--- config.mk ---
export PLATFORM = sky130hd
export DESIGN_NAME = chan_scan_mux_flat
export DESIGN_NICKNAME = d
export VERILOG_FILES = /design/src/rtl/chan_scan_mux_if.sv /design/src/rtl/chan_scan_mux.sv /design/src/flat_wrapper.sv
export SDC_FILE = /design/constraint.sdc
export NUM_CORES = 1
export LEC_CHECK = 0
export CORE_AREA = 2 2 59 61
export CTS_CLUSTER_SIZE = 20
export DETAILED_ROUTE_END_ITERATION = 16
export DIE_AREA = 0 0 61 63
export GPL_ROUTABILITY_DRIVEN = 0
export PLACE_DENSITY = 0.81
export SYNTH_ARGS = -nofsm -noshare
export SYNTH_HDL_FRONTEND = slang
export SYNTH_SLANG_ARGS = --single-unit
--- constraint.sdc ---
create_clock -name clk -period 2.04 [get_ports clk]
set_input_delay 0.204 -clock clk [delete_from_list [all_inputs] [get_ports clk]]
set_output_delay 0.204 -clock clk [all_outputs]
set_load 0.005 [all_outputs]
--- src/rtl/chan_scan_mux_if.sv ---
// ---------------------------------------------------------------------------
// chan_scan_mux_if
//
// Bundle of the data-path and handshake signals of chan_scan_mux.
//
// Handshake: a word moves from the mux to the consumer on a rising clock edge
// where out_valid && out_ready. out_valid never depends combinationally on
// out_ready. While out_valid=1 and out_ready=0, out_data/out_ch/out_valid are
// held stable. out_ready is a don't-care while out_valid=0.
//
// Signals:
//   in_data   NCH*WIDTH  channel k at bits [k*WIDTH +: WIDTH]
//   in_valid  NCH        per-channel data-valid
//   mode      1          0 = manual select, 1 = auto-scan
//   sel       SELW       manual channel select
//   out_data  WIDTH      registered selected data
//   out_ch    SELW       channel index out_data came from
//   out_valid 1          out_data holds a word
//   out_ready 1          consumer accepts the word
//
// Modports:
//   master - the environment (sources + consumer)
//   slave  - the mux itself
//
// Parameters must match the ones given to chan_scan_mux.
// ---------------------------------------------------------------------------
interface chan_scan_mux_if #(
    parameter int WIDTH = 8,
    parameter int NCH   = 4,
    parameter int SELW  = 2
);
    logic [NCH*WIDTH-1:0] in_data;
    logic [NCH-1:0]       in_valid;
    logic                 mode;
    logic [SELW-1:0]      sel;
    logic [WIDTH-1:0]     out_data;
    logic [SELW-1:0]      out_ch;
    logic                 out_valid;
    logic                 out_ready;

    modport master (
        output in_data,
        output in_valid,
        output mode,
        output sel,
        output out_ready,
        input  out_data,
        input  out_ch,
        input  out_valid
    );

    modport slave (
        input  in_data,
        input  in_valid,
        input  mode,
        input  sel,
        input  out_ready,
        output out_data,
        output out_ch,
        output out_valid
    );
endinterface

--- src/rtl/chan_scan_mux.sv ---
// ---------------------------------------------------------------------------
// chan_scan_mux
//
// Selects one of NCH channels of WIDTH bits into a single registered output
// word with a valid/ready handshake towards a consumer that may stall.
//
// Two modes, chosen by bus.mode and tracked by a two-state FSM:
//   MAN  - channel bus.sel is captured every free cycle.
//   SCAN - channels are visited round-robin; DWELL words are taken from a
//          channel before moving on. A channel with no valid data costs one
//          bubble cycle and the scan moves past it.
//
// The capture made on an edge always follows the state held before that
// edge, so the edge that switches MAN->SCAN still captures with MAN rules
// and merely clears the scan pointer and dwell counter.
//
// Handshake: the output register is "free" when it is empty or being read
// (!out_valid || out_ready). Only a free register loads a new word; while
// stalled, out_data/out_ch/out_valid and the scan pointer/counter all hold.
//
// Ports:
//   clk        clock, all state updates on the rising edge
//   reset      asynchronous, active-high reset
//   bus        chan_scan_mux_if slave modport (data, valid, mode, sel,
//              out_data, out_ch, out_valid, out_ready)
//   dbg_state  current FSM state (0 = MAN, 1 = SCAN)
//   dbg_ptr    scan pointer
//   dbg_cnt    dwell counter
//
// Parameters:
//   WIDTH  data width per channel
//   NCH    number of channels, 2..16
//   SELW   select/pointer width, 2**SELW >= NCH
//   DWELL  words taken from one channel before the scan advances, >= 1
// ---------------------------------------------------------------------------
module chan_scan_mux #(
    parameter int WIDTH = 8,
    parameter int NCH   = 4,
    parameter int SELW  = 2,
    parameter int DWELL = 2
) (
    input  logic                    clk,
    input  logic                    reset,
    chan_scan_mux_if.slave          bus,
    output logic                    dbg_state,
    output logic [SELW-1:0]         dbg_ptr,
    output logic [$clog2(DWELL):0]  dbg_cnt
);

    // Dwell counter is one bit wider than needed to hold DWELL-1 so the
    // terminal compare never has to deal with a truncated constant.
    localparam int CW = $clog2(DWELL) + 1;

    // Number of addressable select codes; codes >= NCH are out of range.
    localparam int NSLOT = 2 ** SELW;

    localparam logic [SELW-1:0] LAST_PTR  = SELW'(NCH - 1);
    localparam logic [CW-1:0]   LAST_CNT  = CW'(DWELL - 1);
    localparam logic [SELW:0]   NCH_LIMIT = (SELW + 1)'(NCH);

    typedef enum logic {
        ST_MAN  = 1'b0,
        ST_SCAN = 1'b1
    } state_t;

    // -----------------------------------------------------------------------
    // Channel view padded to the full select range. Unused slots read as
    // zero data / not valid, which keeps every index in range for any sel.
    // -----------------------------------------------------------------------
    logic [WIDTH-1:0] ch_data  [NSLOT];
    logic [NSLOT-1:0] ch_valid;

    for (genvar k = 0; k < NSLOT; k++) begin : g_slot
        if (k < NCH) begin : g_used
            assign ch_data[k]  = bus.in_data[k*WIDTH +: WIDTH];
            assign ch_valid[k] = bus.in_valid[k];
        end else begin : g_unused
            assign ch_data[k]  = '0;
            assign ch_valid[k] = 1'b0;
        end
    end

    // -----------------------------------------------------------------------
    // State
    // -----------------------------------------------------------------------
    state_t           state_q, state_d;
    logic [SELW-1:0]  ptr_q, ptr_d;
    logic [CW-1:0]    cnt_q, cnt_d;
    logic [WIDTH-1:0] out_data_q, out_data_d;
    logic [SELW-1:0]  out_ch_q, out_ch_d;
    logic             out_valid_q, out_valid_d;

    logic             reg_free;
    logic             sel_ok;
    logic             scan_entry;
    logic [SELW-1:0]  ptr_adv;

    assign reg_free   = !out_valid_q || bus.out_ready;
    assign sel_ok     = ({1'b0, bus.sel} < NCH_LIMIT);
    assign scan_entry = (state_q == ST_MAN) && (state_d == ST_SCAN);

    // Pointer wraps at NCH-1 rather than at 2**SELW-1, so it never reaches
    // an out-of-range channel.
    assign ptr_adv = (ptr_q == LAST_PTR) ? '0 : ptr_q + SELW'(1);

    // -----------------------------------------------------------------------
    // State register
    // -----------------------------------------------------------------------
    always_ff @(posedge clk or posedge reset) begin
        if (reset) begin
            state_q     <= ST_MAN;
            ptr_q       <= '0;
            cnt_q       <= '0;
            out_data_q  <= '0;
            out_ch_q    <= '0;
            out_valid_q <= 1'b0;
        end else begin
            state_q     <= state_d;
            ptr_q       <= ptr_d;
            cnt_q       <= cnt_d;
            out_data_q  <= out_data_d;
            out_ch_q    <= out_ch_d;
            out_valid_q <= out_valid_d;
        end
    end

    // -----------------------------------------------------------------------
    // Next state and capture logic
    // -----------------------------------------------------------------------
    always_comb begin
        state_d     = state_q;
        ptr_d       = ptr_q;
        cnt_d       = cnt_q;
        out_data_d  = out_data_q;
        out_ch_d    = out_ch_q;
        out_valid_d = out_valid_q;

        // The state simply tracks the mode input.
        case (state_q)
            ST_MAN:  if (bus.mode)  state_d = ST_SCAN;
            ST_SCAN: if (!bus.mode) state_d = ST_MAN;
            default: state_d = ST_MAN;
        endcase

        if (reg_free) begin
            case (state_q)
                ST_MAN: begin
                    if (sel_ok) begin
                        out_data_d  = ch_data[bus.sel];
                        out_ch_d    = bus.sel;
                        out_valid_d = ch_valid[bus.sel];
                    end else begin
                        // Out-of-range select: drop valid, keep last word.
                        out_valid_d = 1'b0;
                    end
                end

                ST_SCAN: begin
                    if (ch_valid[ptr_q]) begin
                        out_data_d  = ch_data[ptr_q];
                        out_ch_d    = ptr_q;
                        out_valid_d = 1'b1;
                        if (cnt_q == LAST_CNT) begin
                            ptr_d = ptr_adv;
                            cnt_d = '0;
                        end else begin
                            cnt_d = cnt_q + CW'(1);
                        end
                    end else begin
                        // Empty channel: one bubble, then move on. The last
                        // word and its channel index are left in place.
                        out_valid_d = 1'b0;
                        ptr_d       = ptr_adv;
                        cnt_d       = '0;
                    end
                end

                default: begin
                    out_valid_d = 1'b0;
                end
            endcase
        end

        // Entering scan always starts from channel 0 with a fresh dwell,
        // independent of whether the output register was free.
        if (scan_entry) begin
            ptr_d = '0;
            cnt_d = '0;
        end
    end

    // -----------------------------------------------------------------------
    // Outputs
    // -----------------------------------------------------------------------
    assign bus.out_data  = out_data_q;
    assign bus.out_ch    = out_ch_q;
    assign bus.out_valid = out_valid_q;

    assign dbg_state = (state_q == ST_SCAN);
    assign dbg_ptr   = ptr_q;
    assign dbg_cnt   = cnt_q;

endmodule

--- src/flat_wrapper.sv ---
// flat-port wrapper written by rule: the top's interface ports become plain ports
module chan_scan_mux_flat 
#(
    parameter int WIDTH = 8,
    parameter int NCH   = 4,
    parameter int SELW  = 2,
    parameter int DWELL = 2
)
  (clk, reset, dbg_state, dbg_ptr, dbg_cnt, bus_in_data, bus_in_valid, bus_mode, bus_sel, bus_out_ready, bus_out_data, bus_out_ch, bus_out_valid);
  chan_scan_mux_if #(.WIDTH(WIDTH), .NCH(NCH), .SELW(SELW)) bus_i ();
  input  logic clk;
  input  logic reset;
  output logic dbg_state;
  output logic [SELW-1:0] dbg_ptr;
  output logic [$clog2(DWELL):0] dbg_cnt;
  input wire logic [$bits(bus_i.in_data)-1:0] bus_in_data;
  input wire logic [$bits(bus_i.in_valid)-1:0] bus_in_valid;
  input wire logic [$bits(bus_i.mode)-1:0] bus_mode;
  input wire logic [$bits(bus_i.sel)-1:0] bus_sel;
  input wire logic [$bits(bus_i.out_ready)-1:0] bus_out_ready;
  output wire logic [$bits(bus_i.out_data)-1:0] bus_out_data;
  output wire logic [$bits(bus_i.out_ch)-1:0] bus_out_ch;
  output wire logic [$bits(bus_i.out_valid)-1:0] bus_out_valid;
  assign bus_i.in_data = bus_in_data;
  assign bus_i.in_valid = bus_in_valid;
  assign bus_i.mode = bus_mode;
  assign bus_i.sel = bus_sel;
  assign bus_i.out_ready = bus_out_ready;
  assign bus_out_data = bus_i.out_data;
  assign bus_out_ch = bus_i.out_ch;
  assign bus_out_valid = bus_i.out_valid;
  chan_scan_mux #(.WIDTH(WIDTH), .NCH(NCH), .SELW(SELW), .DWELL(DWELL)) u_core (.clk(clk), .reset(reset), .bus(bus_i), .dbg_state(dbg_state), .dbg_ptr(dbg_ptr), .dbg_cnt(dbg_cnt));
endmodule
==> After elaboration in Yosys (flattened, before gate mapping) <==
Cells that the tools add are included.
{ "totals": {"word_cells": 55, "romBits": 0, "latch_bits": 0, "memories": 0, "ram_bits": 0, "out_inout_bits": 16, "register_bits": 16} }
{ "op_classes": {"n_mux": 28, "n_reduce_logical": 8, "magnitude_cmp": 4, "bitwise_logic": 3, "multipliers": 0, "shifts": 0, "addsub": 2, "n_eq_ne": 4, "n_div": 0} }
{ "ops": {"columns": ["op", "n"], "rows": [
  ["8-bit two-way mux", 5],
  ["8-bit binary-select mux with 2-bit select", 2],
  ["2-bit two-way mux", 12],
  ["8-bit one-hot mux with 2 select lines", 1],
  ["3-bit greater-or-equal comparator (second input constant)", 2],
  ["2-bit by 3-bit less-than comparator with 1-bit output (second input constant)", 2],
  ["2-bit NOT with 3-bit output", 2],
  ["2-bit by 1-bit adder with 2-bit output (second input constant)", 2],
  ["1-bit binary-select mux with 2-bit select", 2],
  ["1-bit two-way mux", 4],
  ["2-bit one-hot mux with 2 select lines", 1],
  ["2-bit AND reduction", 2],
  ["2-bit nonzero test", 2],
  ["3-bit by 2-bit inequality test with 1-bit output (second input constant)", 1],
  ["3-bit AND reduction", 1],
  ["2-bit by 1-bit == test with 1-bit output (second input constant)", 1],
  ["2-bit == test (second input constant)", 1],
  ["2-bit inequality test (second input constant)", 1],
  ["1-bit one-hot mux with 2 select lines", 1],
  ["1-bit logical AND", 1],
  ["1-bit zero test", 1],
  ["1-bit logical OR", 1],
  ["1-bit NOT", 1]
]} }

==> Depth between registers and ports, before layout <==
{ "depth": {"ltp_word": 7, "mapped_depth": 6} }

==> Worst setup path before layout <==
OpenSTA, ideal clock, no wires.
{ "synth_path": {"kind": "flip-flop to flip-flop", "from": "register u_core.ptr_q[0], in the netlist u_core.dbg_ptr[0]", "to": "register u_core.out_ch_q[0], in the netlist u_core.bus.out_ch[0]", "slack_ns": 0.456, "synth_period_minus_slack_ns": 1.584, "setup_time_ns": 0.119, "required_ns": 1.921, "stages_incl_launch_ff": 6, "arrival_ns": 1.465, "path_cell_list": "dfrtp_1 -> buf_6 -> mux4_2 -> o21ai_4 -> buf_6 -> o21ai_2"} }
{ "synth_via": {"elab_chain_len": 4} }
{ "synth_rtl": {"columns": ["element", "line_no", "text"], "rows": [
  ["from (decl)", "chan_scan_mux.sv:87", "logic [SELW-1:0] ptr_q, ptr_d;"],
  ["from (signal assigned)", "chan_scan_mux.sv:119", "ptr_q <= ptr_d;"],
  ["1-bit binary-select mux with 2-bit select", "chan_scan_mux.sv:159", "if (ch_valid[ptr_q]) begin"],
  ["1-bit two-way mux (not written as such)", "chan_scan_mux.sv:159", null],
  ["2-bit inequality test (no line)", null, null],
  ["2-bit AND reduction (no line)", null, null],
  ["to (signal assigned)", "chan_scan_mux.sv:122", "out_ch_q <= out_ch_d;"],
  ["to (decl)", "chan_scan_mux.sv:90", "logic [SELW-1:0] out_ch_q, out_ch_d;"]
]} }
Several ways; a longest one is shown, not always the timed one. The select of a mux whose other input is x is not followed.
A chain may end at the register's enable or synchronous reset.

==> Worst setup path in the final report <==
{ "layout_path": {"from": "register u_core.state_q, in the netlist u_core.dbg_state", "to": "output port dbg_state"} }
{ "layout_rtl": {"columns": ["element", "line_no", "text"], "rows": [
  ["from (decl)", "chan_scan_mux.sv:86", "state_t state_q, state_d;"],
  ["from (signal assigned)", "chan_scan_mux.sv:118", "state_q <= state_d;"],
  ["to (decl)", "flat_wrapper.sv:13", "output logic dbg_state;"]
]} }
No word-level cell between the ends.

==> results.toml <==
[routing]
num_vias = 1140
drt-total-wl_mm = 3.23
vias_per_cell = 5.33
drt_iter0_drc = 44
firstDrtPassIters = 4
post_drt_wl_per_cell_um = 15.1
final_antenna_net_count = 0
route.detailed.drc = 0

[setup_path]
path_buf_inv = 1
slowest_stage = "dfrtp_1"
crit_path_cell_trace = "clkdlybuf4s50_1"
crit_type = "reg -> out"
arrival_ns = 1.50
max_stage_delay_ns = 0.63
cp-end-kind = "primary output"
start_kind = "flop"
crit_path_max_fanout = 13
worst-endpoint-required_ns = 1.84
worst_path_dominant_cell_family = "flip-flops"

[cts]
cts_buffer_depth = 2
clock_latency_ns = 0.29
htreeDepth = 1
clockRootBuffer = "clkbuf_4"
post_cts_resized = 0
cts_sinks = 16
clk_pin_slew_worst_paths_ns = 0.09
postCtsSetupRepairBufs = 0
cts.hold.buffers_added = 0
cts_tree = "built"
cts_buffers = 3

[layout]
final_nets = 213
area_growth_pct = 50.7
post-route-cell-area_um2 = 1920
diodes = 0
layout-drive-gt1-share = 0.190
final_cells = 214

[sta]
max_clock_freq_mhz = 586
clock_skew_ns = 0.00482
min_period_ns = 1.71
slew_headroom = 0.608
worst_slew_pin_slew_ns = 0.587
setup_viol = 0
finalCritPeriodShare = 0.837
setup_tns_ns = 0
finalHoldViolations = 0
maxSlewViolCount = 0
rsz0062_at_grt = "no"

[global_route]
grt_max_degree = 21
grtUsageTotal = 0.174
antenna_found_initial = 0
grt_overflow = 0
grt_pass1_wl_mm = 5.00
grt_pass1_vias = 1157

[power]
power_density_nw_per_um2 = 887
total_leakage_power_nw = 0.790
peakVddDrop_v = 0.000406
p_int_mw = 1.11
power.net_switching_uw = 591
power_frac_comb = 0.589
clock_power_share = 0.097
p_sw_frac = 0.347
p_seq_frac = 0.313

[floorplanning]
initial_core_util = 0.394
core_um2 = 3230
die_h_um = 63
io_pins = 58
die_x_um = 61
rows = 21
die_area_um2 = 3840

[logic_synthesis]
yosys_warnings = 0
synth-seq-cells = 16
ys_types = 28
synth_area_per_cell_um2 = 11.5
synth_ff_type = "dfrtp_1"
synth-edff-count = 0
ys_seq_area_frac = 0.314
syn_nets = 154
netlist_area_um2 = 1270
synth_cells = 111
ys_async_sr_fraction = 1.00

[place]
place_inst = 211
dp_hpwl_mm = 2.78
post_dp_cell_area_um2 = 1900
port_buffers = 57

[outcome]
status = "finished clean"

[worst_hold_path]
hp-class = "in -> async"

[run]
cap_violations = 0
-- power groups by stage --
stage               Sequential, mW  Combinational [mW]  Clock [mW]
global placement             0.530               0.976           0
detailed placement           0.541                1.01           0
finish                       0.534                1.00       0.166
CTS                          0.534                1.01       0.164
floorplan                    0.532               0.566           0
global route                 0.549                1.09       0.177
-- cells by family (layout without fill, tap and decap cells) --
family	count (synthesis)	in the layout	share of synthesized area
AOI/OAI and AO/OA	22	22	0.143
adders and majority gates	1	1	0.00982
buffers and inverters	12	69	0.0579
DFF	16	16	0.314
muxes	32	32	0.378
and+or+nand+nor	28	28	0.0963
-- routing by layer --
metal,vias up,GRT usage,part of all wire
met1,549,0.196,0.37
met5,-,0,0
met3,4,0.0166,0.060
met2,49,0.325,0.56
met4,0,0.0598,0.013
li1,538,-,-
-- cell usage in the layout (no fill, tap or decap) --
cell / n
a21oi_2: 1
nor2_1: 3
o21ai_0: 2
clkdlybuf4s50_1: 57
a32oi_1: 3
buf_12: 1
mux4_2: 9
o21ai_2: 10
a21oi_1: 1
mux2i_1: 20
dfrtp_1: 16
ha_1: 1
mux4_1: 3
or2_2: 1
a22oi_1: 3
inv_1: 2
nand3_1: 1
inv_2: 1
nand2_1: 18
or2b_1: 1
o21ai_4: 1
a31oi_1: 1
clkbuf_4: 3
nand2b_1: 2
buf_4: 5
nor2b_1: 2
-- sequential cells by signal, indices dropped and copies added, names as in the netlist --
name	count
u_core.bus.out_data	8
u_core.bus.out_ch	2
u_core.dbg_cnt	2
u_core.dbg_ptr	2
u_core.bus.out_valid	1
u_core.dbg_state	1
-- metrics by stage --
stage          total power [mW]  hold WS [ns]  utilization  setup WS (ns)
6_report                   1.70         0.270        0.594          0.333
5_1_grt                    1.82         0.332        0.594          0.273
4_1_cts                    1.71         0.298        0.594          0.339
3_5_place_dp               1.55         0.473        0.587         0.0961
3_3_place_gp               1.51         0.468        0.587          0.173
2_1_floorplan              1.10         0.118            -          0.456
-- cell usage after synthesis, types with 3 or more instances --
library cell / instances / area, um2
o21ai_2: 10 / 87.6
a32oi_1: 3 / 26.3
nand2_1: 18 / 67.6
mux2i_1: 20 / 200
dfrtp_1: 16 / 400
mux4_1: 3 / 78.8
nor2_1: 3 / 11.3
mux4_2: 9 / 203
a22oi_1: 3 / 22.5
buf_6: 3 / 33.8
-- layout make-up --
type	instances	area (um2)
sequential	16	400
clock buffer	3	22.5
tap	46	57.6
inverter	3	11.3
multi-input combinational	83	800
timing repair buffer	63	628
fill	265	1310
-- path summary, 6_finish.rpt --
| check | from | to | slack [ns] | cells past startpoint |
|---|---|---|---|---|
| setup reg to reg | u_core.dbg_ptr[0] | u_core.bus.out_ch[1] | 0.48 | 5 |
| hold reg to reg | u_core.bus.out_data[1] | u_core.bus.out_data[1] | 0.49 | 2 |
| setup / recovery | u_core.dbg_state | dbg_state | 0.33 | 1 |
| hold / removal | reset | u_core.dbg_cnt[0] | 0.27 | 2 |
| max in group asynchronous | reset | u_core.bus.out_data[2] | 1.38 | 2 |
| min in group clk | bus_mode | u_core.dbg_state | 0.39 | 1 |
Note: power is estimated with default switching activity, not from simulation.
